### src/rtl/dds_phase_acc_b.sv
// B-channel DDS phase accumulator: bus-programmed tuning word, phase offset and
// RUN/CLR control, producing a registered 10-bit ROM address and a wrap pulse.
module dds_phase_acc_b #(
    parameter logic [15:0] ADDR_FREQ_L = 16'h000D,
    parameter logic [15:0] ADDR_FREQ_H = 16'h000E,
    parameter logic [15:0] ADDR_PHASE  = 16'h000F,
    parameter logic [15:0] ADDR_CTRL   = 16'h0010
) (
    input  logic        CLK,
    input  logic        RST_N,
    input  logic        CS,
    input  logic        WR_EN,
    input  logic [15:0] ADDR,
    input  logic [15:0] DATA,
    output logic [9:0]  addr_b,
    output logic        wrap_b,
    output logic        run_b
);

    logic        r_wr_hit_d;
    logic [15:0] r_freq_shadow_l;
    logic [31:0] r_freq_act;
    logic [9:0]  r_phase_off;
    logic        r_run;
    logic [31:0] r_acc;
    logic        r_carry;

    logic        w_wr_hit;
    logic        w_wr_pulse;
    logic        w_clr;
    logic [32:0] w_sum;
    logic        w_carry;
    logic [31:0] w_acc_next;

    // A held strobe is decoded only on its first cycle.
    assign w_wr_hit   = !CS && WR_EN;
    assign w_wr_pulse = w_wr_hit && !r_wr_hit_d;
    assign w_clr      = w_wr_pulse && (ADDR == ADDR_CTRL) && DATA[1];

    assign w_sum   = {1'b0, r_acc} + {1'b0, r_freq_act};
    assign w_carry = r_run && !w_clr && w_sum[32];

    always_comb begin
        w_acc_next = r_acc;
        if (w_clr) begin
            w_acc_next = 32'd0;
        end else if (r_run) begin
            w_acc_next = w_sum[31:0];
        end
    end

    always_ff @(posedge CLK or negedge RST_N) begin
        if (!RST_N) begin
            r_wr_hit_d      <= 1'b0;
            r_freq_shadow_l <= 16'd0;
            r_freq_act      <= 32'd0;
            r_phase_off     <= 10'd0;
            r_run           <= 1'b0;
        end else begin
            r_wr_hit_d <= w_wr_hit;
            if (w_wr_pulse) begin
                case (ADDR)
                    ADDR_FREQ_L: r_freq_shadow_l <= DATA;
                    // Both halves land in one edge, so the accumulator never sees a torn word.
                    ADDR_FREQ_H: r_freq_act      <= {DATA, r_freq_shadow_l};
                    ADDR_PHASE:  r_phase_off     <= DATA[9:0];
                    ADDR_CTRL:   r_run           <= DATA[0];
                    default:     ;
                endcase
            end
        end
    end

    always_ff @(posedge CLK or negedge RST_N) begin
        if (!RST_N) begin
            r_acc   <= 32'd0;
            r_carry <= 1'b0;
            addr_b  <= 10'd0;
            wrap_b  <= 1'b0;
        end else begin
            r_acc   <= w_acc_next;
            r_carry <= w_carry;
            addr_b  <= r_acc[31:22] + r_phase_off;
            // Carry is held one extra edge so the pulse meets the first post-wrap address.
            wrap_b  <= r_carry;
        end
    end

    assign run_b = r_run;

endmodule

### config.mk
export PLATFORM = sky130hd
export DESIGN_NAME = dds_phase_acc_b
export DESIGN_NICKNAME = d
export VERILOG_FILES = /design/src/rtl/dds_phase_acc_b.sv
export SDC_FILE = /design/constraint.sdc
export NUM_CORES = 1
export LEC_CHECK = 0
export ABC_AREA = 1
export BUFFER_PORTS_ARGS = -buffer_cell sky130_fd_sc_hd__buf_2
export CORE_AREA = 2 2 128 130
export DETAILED_ROUTE_END_ITERATION = 7
export DIE_AREA = 0 0 130 132
export MAX_ROUTING_LAYER = met4
export PLACE_DENSITY_LB_ADDON = 0.25
export SETUP_SLACK_MARGIN = 0.5
export SLEW_MARGIN = 20
export SYNTH_ARGS = -nofsm -noshare
export SYNTH_HDL_FRONTEND = slang
export SYNTH_SLANG_ARGS = --single-unit
### constraint.sdc
create_clock -name CLK -period 1.7 [get_ports CLK]
set_input_delay 0.255 -clock CLK [delete_from_list [all_inputs] [get_ports CLK]]
set_output_delay 0.255 -clock CLK [all_outputs]
set_load 0.01 [all_outputs]
==> impl_metrics.tcl <==
set metrics [dict create \
    status "complete, but fails checks" \
    violations "negative setup slack" \
    syn_inst 970 \
    dp.cells 1311 \
    overflow 0 \
    finalCriticalPeriod_ns 1.93 \
    synthMuxAreaShare_pct 0 \
    tightest_slew_ns 0.528 \
    critPathMaxFanout 4 \
    cts_made_buffers 9 \
    yosysWarningCount 0 \
    clock-sinks 104 \
    r2r_cells 14 \
    grt_max_degree 38 \
    rows 46 \
    core_area_mm2 0.0157 \
    synthAdderAreaFrac_pct 7.99 \
    synth-simple-area-share_pct 31.6 \
    ys_ff_latch 104 \
    crit_path_start "r_freq_act[10]$_DFFE_PN0P_" \
    track_usage_pct 29.9 \
    routabilityCongestion 0.962 \
    clock_latency_ns 0.37 \
    area_delta_synth_final_pct 61.5 \
    holdPathStages 2 \
    antenna_found_initial 0 \
    routed_via_density 5.38 \
    h-tree-depth 3 \
    synth_xor_area_share_pct 1.77 \
    drive_gt1_share_pct 52.0 \
    cts_tree "done" \
    max_slew_margin_pct 64.8 \
    clock.fmax_ghz 0.518 \
    synth-compound-area-share_pct 10.0 \
    drc 0 \
    finalSetupViolCount 31 \
    syn_avg_cell_area_um2 7.14 \
    fin_worst_skew_ns 0.0128 \
    end_kind "flip-flop" \
    hp-start "CS" \
    wl_um 27400 \
    pre_cts_ws_ns -0.222 \
    timing.rr.start "r_freq_act[10]$_DFFE_PN0P_" \
    hold_path_class "in2reg" \
    final_antenna_net_count 0 \
    antennaDiodeCount 0 \
    ys_seq_area_share_pct 37.6 \
    grt_pass1_wl_um 38000 \
    drtPass1Iterations 5 \
    port_buffers 47 \
    die_x_um 130 \
    worstSetupPathType "reg2reg" \
    finalHoldViolations 0 \
    root_buffer "clkbuf_16" \
    fin_crit_sh_pct 114 \
    drv_cap 0 \
    peakVddDrop_v 0.000599 \
    cp.arrival_ns 2.19 \
    drtIter0Drc 492 \
    fin_nets 1250 \
    grt_pass1_vias 7215 \
    synthesis.nets 1049 \
    start_util_pct 44.1 \
    final_cell_count_no_fill 1392 \
    synth_top_family_by_area "simple AND/OR/NAND/NOR gates" \
    clk_pin_slew_worst_paths_ns 0.08 \
    final_max_slew_viol_count 0 \
    synth_area_mm2 0.00692 \
    wl_per_cell_um 19.7 \
    worstPathRequired_ns 1.96 \
    place_hpwl_um 14800 \
    leakagePower_uw 0.00564 \
    start_kind "flip-flop" \
    dieHeight_um 132 \
    dr_total_vias 7494 \
    dieArea_mm2 0.0172 \
    clk_path_buf_depth 2 \
    postLayoutCellArea_mm2 0.0112 \
    powerDensity_mw_per_mm2 452 \
    yosys.cell_types.count 33 \
    total_power_uw 5050 \
    setup_slack_ns -0.232 \
    grt_setup_unrepaired "true" \
    post_dp_cell_area_mm2 0.00870 \
    boundaryPins 48 \
]
through the flow:
stage | hold WS (ns) | utilization, % | setup TNS (ns)
floorplan | -0.0406 | - | 0
global placement | 0.263 | 55.4 | -2.40
detailed placement | 0.262 | 55.4 | -3.39
CTS | 0.0378 | 65.1 | -1.06
global route | 0.0420 | 71.2 | -5.74
finish | 0.0373 | 71.2 | -4.20
logic make-up (layout without fill, tap and decap cells):
group	Yosys count	after routing
buffers and inverters	187	392
flip-flops	104	104
XOR/XNOR	14	14
adder cells (fa/ha/maj)	43	43
AO/OA/AOI/OAI	114	114
AND/OR/NAND/NOR	508	509
synth_stat cells:
library cell	n	share of area [%]
o21ai_2	29	3.7
fa_1	2	0.58
nand2_1	330	18
nor2_4	2	0.33
ha_1	41	7.4
and3_1	1	0.090
nor3_2	1	0.14
xor2_1	7	0.89
nor4_1	3	0.27
buf_2	4	0.29
xnor2_1	7	0.89
nand3b_1	4	0.43
buf_6	8	1.3
o21ai_0	5	0.36
inv_2	3	0.16
inv_1	164	8.9
clkinv_1	1	0.054
nand3_2	9	1.3
dfrtp_1	104	38
a21o_1	3	0.33
nor2_2	4	0.36
and2_1	3	0.27
nor2_1	55	3.0
clkbuf_1	7	0.38
nand3_4	1	0.25
nand4_1	5	0.45
nand3_1	80	5.8
nand2_2	2	0.18
nor3_1	7	0.51
a21oi_1	29	2.1
nor4_4	1	0.31
o21bai_1	3	0.33
o21ai_1	45	3.3
cell type report:
cell class | count | area, µm²
well taps | 216 | 270
clock inverters | 6 | 83.8
flip-flops and latches | 104 | 2610
fillers | 1090 | 4530
repair buffers | 207 | 1940
clock buffers | 10 | 239
inverters | 168 | 653
repair inverters | 1 | 7.51
multi-input cells | 680 | 5380
metal layers:
layer	GRT usage, %	part of all wire (%)	vias to the layer above
met5	-	0	-
met1	37.8	38	3536
met4	14.0	6.7	0
met2	46.7	48	356
li1	-	-	3458
met3	4.95	7.2	144
registers in the layout, summed over array words and instances, names as in the netlist:
register,count
r_freq_shadow_l,16
wrap_b,1
r_phase_off,10
addr_b,10
r_wr_hit_d,1
run_b,1
r_freq_act,32
r_carry,1
r_acc,32
power by group:
part	switching [µW]	internal (µW)	total [µW]	leakage [µW]
clock network	1110	1220	2330	0.000159
registers	3.26	2480	2480	0.00139
logic	153	87.8	241	0.00409
final timing paths:
kind | endpoint | slack [ns]
worst max-delay path | r_acc[25]$_DFFE_PN0P_ | -0.23
worst max register to register | r_acc[25]$_DFFE_PN0P_ | -0.23
max in group asynchronous | r_acc[26]$_DFFE_PN0P_ | 0.73
worst min-delay path | r_wr_hit_d$_DFF_PN0_ | 0.04
worst min register to register | r_freq_shadow_l[1]$_DFFE_PN0P_ | 0.50
min in group asynchronous | r_freq_shadow_l[6]$_DFFE_PN0P_ | 0.41
layout by cell type, fill, tap and decap left out, types with 18 or more instances in the layout:
master   Yosys  routed
o21ai_2     29      47
nor2_4       2      22
buf_6        8      42
ha_4         0      34
nand2_1    330     168
dfrtp_1    104      95
inv_2        3      18
nor2_1      55      25
o21ai_1     45      31
nand2_4      0      54
buf_4        0      96
buf_2        4      46
nand2_2      2     107
inv_1      164     142
nand3_2      9      21
nand3_1     80      55
worst max-delay path: stages (launching register included):
cell	delay (ns)
dfrtp_1	0.45
ha_4	0.36
buf_12	0.13
nand2_8	0.06
inv_6	0.06
nand2_4	0.06
inv_4	0.08
buf_12	0.11
nand2_4	0.04
nor2_4	0.10
nand2_2	0.06
nand3_2	0.08
nand2_2	0.05
nand3_2	0.10
nand2_1	0.06
repair_timing:
action                                  4_1_cts  5_1_grt
endpoints found under the setup margin      101      101
endpoints found under the hold margin        32        0
resized for setup                           178      224
hold buffers                                  1        0
buffers inserted                             34       14
pin swaps                                    67       81
cloned                                       16        0
No activity file was read; power rests on OpenSTA's default activity.
